File: src/rtl/li_expander.sv
// li_expander: load-immediate expander.
// Turns a 32-bit constant plus a destination register into the shortest MIPS
// sequence that loads it: ADDIU, ORI, or LUI optionally followed by ORI.
//
// Ports:
//   clk, reset             rising-edge clock, asynchronous active-high reset
//   inValid/inReady        request handshake (accept on inValid && inReady)
//   inValue[31:0]          constant to load
//   inRt[4:0]              destination register
//   outValid/outReady      instruction handshake (transfer on both high)
//   outInstr[31:0]         encoded instruction word
//   outLast                final word of the current sequence
//
// Parameters:
//   SKIP_ZERO_ORI          1: omit the trailing ORI when value[15:0] == 0
//
// Optional build macro LI_EXPANDER_STATS_EN adds saturating counters:
//   totalCount[15:0]       accepted requests
//   twoWordCount[15:0]     accepted requests emitted as LUI+ORI
module li_expander #(
  parameter bit SKIP_ZERO_ORI = 1'b1
) (
  input  logic        clk,
  input  logic        reset,
  input  logic        inValid,
  output logic        inReady,
  input  logic [31:0] inValue,
  input  logic [4:0]  inRt,
  output logic        outValid,
  input  logic        outReady,
  output logic [31:0] outInstr,
  output logic        outLast
`ifdef LI_EXPANDER_STATS_EN
  ,
  output logic [15:0] twoWordCount,
  output logic [15:0] totalCount
`endif
);

  localparam logic [5:0] OP_ADDIU = 6'b001001;
  localparam logic [5:0] OP_ORI   = 6'b001101;
  localparam logic [5:0] OP_LUI   = 6'b001111;

  typedef enum logic [1:0] {
    IDLE  = 2'd0,
    WORD1 = 2'd1,
    WORD2 = 2'd2
  } state_t;

  state_t      state_q, state_d;
  logic [31:0] instr_q, instr_d;
  logic        last_q,  last_d;
  logic [15:0] lo_q,    lo_d;
  logic [4:0]  rt_q,    rt_d;

  logic        accept;
  logic        xfer;
  logic [31:0] first_instr;
  logic        first_last;
  logic        first_two;

  // All outputs come from flops; inValue/inRt only feed next-state logic.
  assign outValid = (state_q != IDLE);
  assign outInstr = instr_q;
  assign outLast  = last_q;
  assign xfer     = outValid && outReady;
  assign inReady  = !reset && ((state_q == IDLE) || (xfer && last_q));
  assign accept   = inValid && inReady;

  // Classification of an incoming request, in priority order.
  always_comb begin
    first_instr = '0;
    first_last  = 1'b1;
    first_two   = 1'b0;
    if (inRt == 5'd0) begin
      first_instr = '0;
    end else if ((&inValue[31:15]) || !(|inValue[31:15])) begin
      first_instr = {OP_ADDIU, 5'd0, inRt, inValue[15:0]};
    end else if (inValue[31:16] == 16'h0000) begin
      first_instr = {OP_ORI, 5'd0, inRt, inValue[15:0]};
    end else begin
      first_instr = {OP_LUI, 5'd0, inRt, inValue[31:16]};
      if (SKIP_ZERO_ORI && (inValue[15:0] == 16'h0000)) begin
        first_last = 1'b1;
      end else begin
        first_last = 1'b0;
        first_two  = 1'b1;
      end
    end
  end

  always_comb begin
    state_d = state_q;
    instr_d = instr_q;
    last_d  = last_q;
    lo_d    = lo_q;
    rt_d    = rt_q;
    // A new accept always wins: it can only coincide with IDLE or with the
    // transfer of a last word, so it never clobbers a pending second word.
    if (accept) begin
      state_d = WORD1;
      instr_d = first_instr;
      last_d  = first_last;
      lo_d    = inValue[15:0];
      rt_d    = inRt;
    end else if (xfer) begin
      if ((state_q == WORD1) && !last_q) begin
        state_d = WORD2;
        instr_d = {OP_ORI, rt_q, rt_q, lo_q};
        last_d  = 1'b1;
      end else begin
        state_d = IDLE;
        instr_d = '0;
        last_d  = 1'b0;
      end
    end
  end

  always_ff @(posedge clk or posedge reset) begin
    if (reset) begin
      state_q <= IDLE;
      instr_q <= '0;
      last_q  <= 1'b0;
      lo_q    <= '0;
      rt_q    <= '0;
    end else begin
      state_q <= state_d;
      instr_q <= instr_d;
      last_q  <= last_d;
      lo_q    <= lo_d;
      rt_q    <= rt_d;
    end
  end

`ifdef LI_EXPANDER_STATS_EN
  logic [15:0] total_q, total_d;
  logic [15:0] two_q,   two_d;

  always_comb begin
    total_d = total_q;
    two_d   = two_q;
    if (accept && (total_q != 16'hFFFF)) begin
      total_d = total_q + 16'd1;
    end
    if (accept && first_two && (two_q != 16'hFFFF)) begin
      two_d = two_q + 16'd1;
    end
  end

  always_ff @(posedge clk or posedge reset) begin
    if (reset) begin
      total_q <= '0;
      two_q   <= '0;
    end else begin
      total_q <= total_d;
      two_q   <= two_d;
    end
  end

  assign totalCount   = total_q;
  assign twoWordCount = two_q;
`endif

endmodule

File: config.mk
export PLATFORM = sky130hd
export DESIGN_NAME = li_expander
export DESIGN_NICKNAME = d
export VERILOG_FILES = /design/src/rtl/li_expander.sv
export SDC_FILE = /design/constraint.sdc
export NUM_CORES = 1
export LEC_CHECK = 0
export ABC_CLOCK_PERIOD_IN_PS = 1600
export BUFFER_PORTS_ARGS = -buffer_cell sky130_fd_sc_hd__buf_2
export CORE_UTILIZATION = 35
export CTS_BUF_LIST = sky130_fd_sc_hd__clkbuf_4 sky130_fd_sc_hd__clkbuf_8 sky130_fd_sc_hd__clkbuf_16
export DETAILED_ROUTE_END_ITERATION = 16
export HOLD_SLACK_MARGIN = 0.08
export PLACE_DENSITY = 0.63
export SYNTH_ARGS = -nofsm -noshare
export SYNTH_HDL_FRONTEND = slang
export SYNTH_SLANG_ARGS = --single-unit
File: constraint.sdc
create_clock -name clk -period 1.6 [get_ports clk]
set_input_delay 0.08 -clock clk [delete_from_list [all_inputs] [get_ports clk]]
set_output_delay 0.08 -clock clk [all_outputs]
set_load 0.005 [all_outputs]
Word-level counts from Yosys, hierarchy flattened
Cells that the tools add are included.
{"block": "classes", "n_eq_ne": 1, "muxes": 16, "reduce_logical": 18}
{"op": "$mux W32", "n": 2}
{"op": "$mux W30", "n": 2}
{"op": "$logic_not A16 Y1", "n": 2}
{"op": "$mux W29", "n": 1}
{"op": "$mux W28", "n": 1}
{"op": "$reduce_and A17 Y1", "n": 1}
{"op": "$reduce_or A17 Y1", "n": 1}
{"op": "$mux W1", "n": 7}
{"op": "$mux W2", "n": 3}
{"op": "$logic_and A1 B1 Y1", "n": 5}
{"op": "$logic_not A5 Y1", "n": 1}
{"op": "$reduce_bool A2 Y1", "n": 2}
{"op": "$logic_not A1 Y1", "n": 3}
{"op": "$eq A2 B1 Y1 const B", "n": 1}
{"op": "$logic_not A2 Y1", "n": 1}
{"op": "$logic_or A1 B1 Y1", "n": 2}
{"block": "word_totals", "ff_bits": 56, "input_bits": 41, "elab_cells": 40}

Longest topological paths before layout
Gate-level depths: netlist of the first run.
{"block": "logic_depth", "depth_word": 7, "mapped_depth": 6, "depth_no_buf": 5}

Worst setup path before layout of the first run
No wires, ideal clock.
{"block": "synth_timing", "path_type": "input port to output port", "from": "in reset", "to": "out inReady", "arrival_ps": 1468, "path_slack_ps": 52, "path_stages": 2, "cell_sequence": "inv_1 -> and2_1"}
{"block": "synth_between", "elab_chain_len": 2}
{"item": "start: declaration", "line_no": "24", "source": "input logic reset,"}
{"item": "$logic_not A1 Y1 (no line)"}
{"item": "$logic_and A1 B1 Y1", "line_no": "67", "source": "assign inReady = !reset && ((state_q == IDLE) || (xfer && last_q));"}
{"item": "end: declaration", "line_no": "26", "source": "output logic inReady,"}
No other way between the ends.

Worst setup path in the final report of the first run
{"block": "layout_timing", "from": "in outReady", "to": "reg instr_q[17], in the netlist outInstr[17]"}
{"block": "layout_between", "elab_chain_len": 6, "word_cells_on_any_way": 7, "cone_classes": "mux (1); reduce/logical (6)"}
{"item": "start: declaration", "line_no": "30", "source": "input logic outReady,"}
{"item": "$logic_and A1 B1 Y1 *", "line_no": "66", "source": "assign xfer = outValid && outReady;"}
{"item": "$logic_and A1 B1 Y1", "line_no": "67"}
{"item": "$logic_or A1 B1 Y1", "line_no": "67"}
{"item": "$logic_and A1 B1 Y1", "line_no": "67"}
{"item": "$logic_and A1 B1 Y1", "line_no": "68", "source": "assign accept = inValid && inReady;"}
{"item": "$mux W32 or $reduce_bool A2 Y1 (tied branches)"}
{"item": "end signal: assignment", "line_no": "128", "source": "instr_q <= instr_d;"}
{"item": "end: declaration", "line_no": "51", "source": "logic [31:0] instr_q, instr_d;"}
Mark *: on every way between the ends. The rest lies on a longest branch, timed or not.
A chain may end at the register's enable or synchronous reset.

==> metrics.md, run 1 <==
| Metric | Value |
|---|---|
| Status | complete, no violations |
| Area growth syn-to-layout | 36.1% |
| Worst Setup End Kind | flop |
| MaxCap Viol Count | 0 |
| Via count | 2239 |
| Vias in the first global route | 2189 |
| Crit path cell chain | dlygate4sd3_1 > buf_2 > o2bb2ai_2 > and2_2 > buf_4 > a222oi_1 > inv_1 |
| P per Cell Area | 1440 nW/µm² |
| Setup-failing EPs final | 0 |
| VDD IR max | 621 µV |
| Most frequent cells in the layout | buf_2 (73), nand2_1 (66), dfrtp_1 (53) |
| Post-Route WL | 6670 µm |
| P_leak | 1.90 nW |
| H-Tree Depth | 2 |
| Tmin final | 1.54 ns |
| Mean Syn Cell Area | 10.2 µm² |
| CP peak stage delay | 0.53 ns |
| Relative slew slack | 0.507 |
| Highest Clock Rate | 651 MHz |
| Register area share after synthesis | 0.531 |
| FF+latch count, synth | 53 |
| Clk pin slew, worst setup/hold paths | 0.09 ns |
| All-layer global routing usage | 0.190 |
| Critical path's slowest cell | dlygate4sd3_1 |
| Die Area | 7480 µm² |
| Worst-Margin Slew | 0.739 ns |
| Mean routed wirelength per cell | 14.9 µm |
| Routability cong. | 0.796 |
| FP Rows | 30 |
| DP Area | 3070 µm² |
| Wire length of the first global-routing pass | 10900 µm |
| CP startpoint kind | input pin |
| Unique masters post-synth | 35 |
| CTS tree | done |
| Setup Fix Bufs, Post-CTS | 0 |
| Initial antenna violation count | 0 |
| Syn. warnings | 0 |
| CP arrival | 1.73 ns |
| Post-DP HPWL | 4800 µm |
| Most common cell after layout, fill and taps aside | buf_2 |
| R2R Setup Slk | 0.11 ns |
| Detailed Route Iter0 Violations | 128 |
| Initial core utilization | 0.366 |
| Post-DRT Antenna Nets | 0 |
| CP required | 1.79 ns |
| Number of buffers created by CTS | 5 |
| Netlist Area Pre-Place | 2500 µm² |
| Design area | 3400 µm² |
| Vias per cell | 5.00 |
| N_diodes | 0 |
| Cells after Synth | 245 |
| Fin crit share | 0.961 |
| Hold Vio Cnt, Final | 0 |
| Critical path fanouts, max | 10 |
| Fill cells | 681 |
| Largest net degree at the start of global routing | 29 |
| CP Class | in2reg |
| IO Count | 76 |
| Die H | 86.5 µm |
| DRT Pass-1 Iters | 6 |
| Worst slack, placed | -0.0358 ns |
| Final #Nets | 392 |
| Min Hold Slack | 0.127 ns |
| Worst skew pair latency | 0.31 ns |
| IO Port Bufs | 73 |
| Fin. max-slew vios | 0 |
| DRC | 0 |
| Clock Skews | 0.00773 ns |
| Final setup margin | 0.0632 ns |
| Core area | 6830 µm² |
| CTS root buffer | clkbuf_8 |
| Clock net sink count | 53 |
| Gr ovfl total | 0 |
| HP Class | in2reg |
| Share of layout cells above drive strength 1 | 0.318 |
| Clock Tree Buf Depth | 2 |
| Die width | 86.5 µm |
## critical path, delay by kind of cell
kind / cells / cell delay, ns
compound gates: 2 / 0.49
buf+inv: 4 / 0.94
simple gates: 1 / 0.21
## Yosys cell counts
master | instances | area, µm²
o21ai_1 | 4 | 20.0
buf_4 | 4 | 30.0
inv_2 | 1 | 3.75
conb_1 | 1 | 3.75
buf_2 | 6 | 30.0
a22o_1 | 5 | 43.8
dfrtp_1 | 53 | 1330
nand2_2 | 1 | 6.26
a22oi_1 | 1 | 7.51
a221o_1 | 1 | 10.0
a21o_1 | 1 | 7.51
o22ai_1 | 15 | 93.8
nor2_1 | 4 | 15.0
and3_1 | 1 | 6.26
nor4_1 | 9 | 56.3
clkbuf_1 | 4 | 15.0
and4_4 | 1 | 11.3
a31oi_4 | 1 | 21.3
a2bb2oi_1 | 1 | 8.76
o21ai_0 | 1 | 5.00
and2_1 | 2 | 12.5
nand3_1 | 1 | 5.00
a21boi_1 | 1 | 7.51
a21oi_1 | 2 | 10.0
a32o_2 | 2 | 22.5
buf_12 | 1 | 20.0
mux2i_1 | 30 | 300
nand2_1 | 66 | 248
nor3_1 | 2 | 10.0
inv_1 | 11 | 41.3
a222oi_1 | 5 | 50.1
a21boi_2 | 1 | 11.3
nor2b_1 | 1 | 6.26
o2bb2ai_1 | 1 | 8.76
nand4_1 | 4 | 25.0
## metal layers
layer  GRT usage  up-vias  wire [µm]
li1            -     1073          -
met1       0.274     1093       3290
met2       0.296       68       2990
met3      0.0343        5        329
met4      0.0515        0         61
met5           0        -          0
## path summary, 6_finish.rpt
check                                       start                        to  depth (start not counted)
max                                      outReady  outInstr[17]$_DFFE_PP0P_                          7
min                                   inValue[29]  outInstr[13]$_DFFE_PP0P_                          3
max reg2reg                state_q[0]$_DFFE_PP0P_  outInstr[10]$_DFFE_PP0P_                          6
min reg2reg                  lo_q[11]$_DFFE_PP0P_      lo_q[11]$_DFFE_PP0P_                          2
max in group asynchronous                   reset  outInstr[11]$_DFFE_PP0P_                          4
min in group asynchronous                   reset       rt_q[4]$_DFFE_PP0P_                          3
## cell families after synthesis
group	after synthesis	synth area share
AO/OA/AOI/OAI	42	0.131
buffers and inverters	27	0.0561
flip-flops	53	0.531
multiplexers	30	0.120
other	1	0.00150
AND/OR/NAND/NOR	92	0.161
## through the flow
stage	setup TNS, ns	total power, W	cells	utilization
CTS	0	0.00493	448	0.496
floorplan	0	0.00321	246	-
finish	0	0.00490	448	0.498
detailed placement	-0.0358	0.00406	418	0.449
global placement	0	0.00401	418	0.449
global route	-0.00125	0.00526	448	0.498
## sequential cells by signal, indices dropped and copies added (netlist names)
register / flops
rt_q: 5
lo_q: 16
state_q: 2
outInstr: 29
outLast: 1
## repair_timing
item                                    4_1_cts  5_1_grt
hold buffers                                 22        0
endpoints found under the hold margin        51        0
gates resized for setup                       0        4
endpoints found under the setup margin        0       18
## layout make-up
cell class	count	area, µm²	area share
Clock buffer	7	96.3	0.0283
Clock inverter	1	5.00	0.00147
Multi-Input combinational cell	166	1060	0.313
Sequential cell	53	1330	0.390
Timing Repair Buffer	113	746	0.219
Inverter	12	45.0	0.0132
Tap cell	96	120	0.0353
## where the power goes
part / internal, W / switching [W] / total (W) / leakage [nW]
clock: 0.000392 / 0.000427 / 0.000819 / 0.0542
combinational: 0.000934 / 0.000905 / 0.00184 / 1.18
sequential: 0.00191 / 0.000332 / 0.00224 / 0.670
(Power assumes the default switching activity.)
==> run 2, diff against run 1 <==
--- a/config.mk
+++ b/config.mk
@@ -12,6 +12,8 @@
 export DETAILED_ROUTE_END_ITERATION = 16
 export HOLD_SLACK_MARGIN = 0.08
 export PLACE_DENSITY = 0.63
+export RECOVER_POWER = 100
+export SLEW_MARGIN = 30
 export SYNTH_ARGS = -nofsm -noshare
 export SYNTH_HDL_FRONTEND = slang
 export SYNTH_SLANG_ARGS = --single-unit
==> run 2 against run 1 <==
Net effect:
- cell count unchanged
- register-to-register slack about the same
- largest cell class unchanged
- sequential power about the same
- die area unchanged
- first-iteration DRC count increased by 3.9%
- sequential cell count stayed put
- clock skew grew 0.00079 ns
==> metrics.md, run 2 (synthesis gave the netlist of run 1 again) <==
| Metric | Value |
|---|---|
| Share of layout cells above drive strength 1 | 0.284 (-0.0341) |
| Mean routed wirelength per cell | 14.8 µm (-0.67%) |
| Setup-failing EPs final | 0 (unchanged) |
| Net Sw Frac | 0.343 (+0.00308) |
| P per Cell Area | 1440 nW/µm² (-0.13%) |
| N_diodes | 0 (unchanged) |
| Worst skew pair latency | 0.31 ns (about the same) |
| Most frequent cells in the layout | nand2_1 (66), buf_2 (63), dfrtp_1 (53) |
| Worst-Margin Slew | 0.798 ns (+0.0590 ns) |
| Status | complete, no violations |
| Clk pwr share | 0.169 (+0.002) |
| Multi-input gate area | 1060 µm² (unchanged) |
| Number of flip-flops in the largest register | 29 (unchanged) |
| Die H | 86.5 µm (unchanged) |
| Post-Route WL | 6620 µm (-0.67%) |
| All-layer global routing usage | 0.190 (unchanged) |
| Setup Fix Bufs, Post-CTS | 0 (unchanged) |
| Fin. max-slew vios | 0 (unchanged) |
| CP Class | in2reg |
| Combinational power share | 0.369 (-0.006) |
| Design area | 3380 µm² (-0.74%) |
| Fin crit share | 0.959 (-0.00121) |
| Worst Setup End Kind | flop |
| Final #Nets | 392 (unchanged) |
| Power Total | 0.00486 W (-0.86%) |
| HP Class | in2reg |
| Clock Skews | 0.00852 ns (+0.000795 ns) |
| CP required | 1.79 ns (about the same) |
| Gr ovfl total | 0 (unchanged) |
| Vias per cell | 4.97 (-0.63%) |
| FP Rows | 30 (unchanged) |
| Clock net sink count | 53 (unchanged) |
| Initial core utilization | 0.366 (unchanged) |
| P_leak | 1.86 nW (-2.3%) |
| Via count | 2225 (-0.63%) |
| Initial antenna violation count | 0 (unchanged) |
| Highest Clock Rate | 652 MHz (+0.13%) |
| Clock Tree Buf Depth | 2 (unchanged) |
| Die Area | 7480 µm² (unchanged) |
| DP Area | 3070 µm² (unchanged) |
| Part of the power in registers | 0.462 (+0.005) |
| CTS tree | done |
| Largest net degree at the start of global routing | 29 (unchanged) |
| Tmin final | 1.53 ns (-0.00193 ns) |
| Wire length of the first global-routing pass | 10900 µm (unchanged) |
| H-Tree Depth | 2 (unchanged) |
| Number of buffers created by CTS | 5 (unchanged) |
| VDD IR max | 620 µV (about the same) |
| Area growth syn-to-layout | 35.1% |
| CP arrival | 1.72 ns (about the same) |
| Int Power | 0.00319 W (-1.3%) |
| DRC | 0 (unchanged) |
| Seq. cell area | 1330 µm² (unchanged) |
| Die width | 86.5 µm (unchanged) |
| IO Port Bufs | 73 (unchanged) |
| Non-filler cells, final | 448 (unchanged) |
| Most common cell after layout, fill and taps aside | nand2_1 |
| CTS root buffer | clkbuf_8 |
| Clk pin slew, worst setup/hold paths | 0.09 ns (about the same) |
| Post-DP HPWL | 4800 µm (unchanged) |
| CP startpoint kind | input pin |
| Hold Vio Cnt, Final | 0 (unchanged) |
| DRT Pass-1 Iters | 5 (-1) |
| Core area | 6830 µm² (unchanged) |
| Relative slew slack | 0.468 (-0.0393) |
| MaxCap Viol Count | 0 (unchanged) |
| Detailed Route Iter0 Violations | 133 (+3.9%) |
| Vias in the first global route | 2189 (unchanged) |
| Fill cells | 685 (+0.59%) |
| IO Count | 76 (unchanged) |
| Switching Power | 0.00166 W (about the same) |
| Post-DRT Antenna Nets | 0 (unchanged) |
| Critical path fanouts, max | 10 (unchanged) |
| Placed Cells | 418 (unchanged) |
| Routability cong. | 0.796 (unchanged) |
[run 2: cell types whose count changed in the layout (fill, tap and decap cells not counted)]
cell	before	now
clkbuf_1	0	12
buf_2	73	63
buf_4	16	12
clkbuf_2	0	2
[run 2: area by class of cell]
class                           instances  area share
Tap cell                               96      0.0356
Timing Repair Buffer                  113       0.213
Clock inverter                          1     0.00148
Sequential cell                        53       0.393
Clock buffer                            7      0.0285
Inverter                               12      0.0133
Multi-Input combinational cell        166       0.315
[run 2: metal layers]
metal | GRT usage | wire length (µm) | vias to the layer above
li1 | - | - | 1075
met1 | 0.274 | 3220 | 1077
met2 | 0.296 | 3020 | 67
met3 | 0.0343 | 324 | 6
met4 | 0.0515 | 63 | 0
met5 | 0 | 0 | -
[run 2: path summary, 6_finish.rpt]
kind                                        start                        to  slack [ns]  cells past startpoint
setup / recovery                         outReady  outInstr[17]$_DFFE_PP0P_        0.07                      7
hold / removal                        inValue[16]   outInstr[0]$_DFFE_PP0P_        0.13                      3
setup reg to reg           state_q[0]$_DFFE_PP0P_  outInstr[10]$_DFFE_PP0P_        0.11                      6
hold reg to reg              lo_q[11]$_DFFE_PP0P_      lo_q[11]$_DFFE_PP0P_        0.48                      2
max in group asynchronous                   reset       lo_q[6]$_DFFE_PP0P_        0.31                      4
min in group asynchronous                   reset       rt_q[4]$_DFFE_PP0P_        0.31                      3
[run 2: power by group through the flow]
stage               Sequential, W  Clock (W)  Combinational [W]
finish                    0.00224   0.000822            0.00179
global route              0.00232   0.000896            0.00199
CTS                       0.00224   0.000851            0.00185
detailed placement        0.00226          0            0.00180
global placement          0.00225          0            0.00176
floorplan                 0.00225          0           0.000962
[run 2: per-stage QoR]
stage	hold slack [ns]	setup slack [ns]	setup TNS [ns]	utilization
global placement	0.0476	0.00432	0	0.449
floorplan	0.161	0.0524	0	-
finish	0.127	0.0651	0	0.494
CTS	0.116	0.0516	0	0.496
detailed placement	0.0486	-0.0358	-0.0358	0.449
global route	0.136	-0.00125	-0.00125	0.494
[run 2: critical path, cell delays in order]
cell	delay, ns
dlygate4sd3_1	0.53
buf_2	0.16
o2bb2ai_2	0.14
and2_2	0.21
buf_4	0.18
a222oi_1	0.35
inv_1	0.07
[run 2: repair_timing]
item                       4_1_cts  5_1_grt
hold endpoints to repair        51        0
setup endpoints to repair        0       18
hold buffers                    22        0
resized for setup                0        4
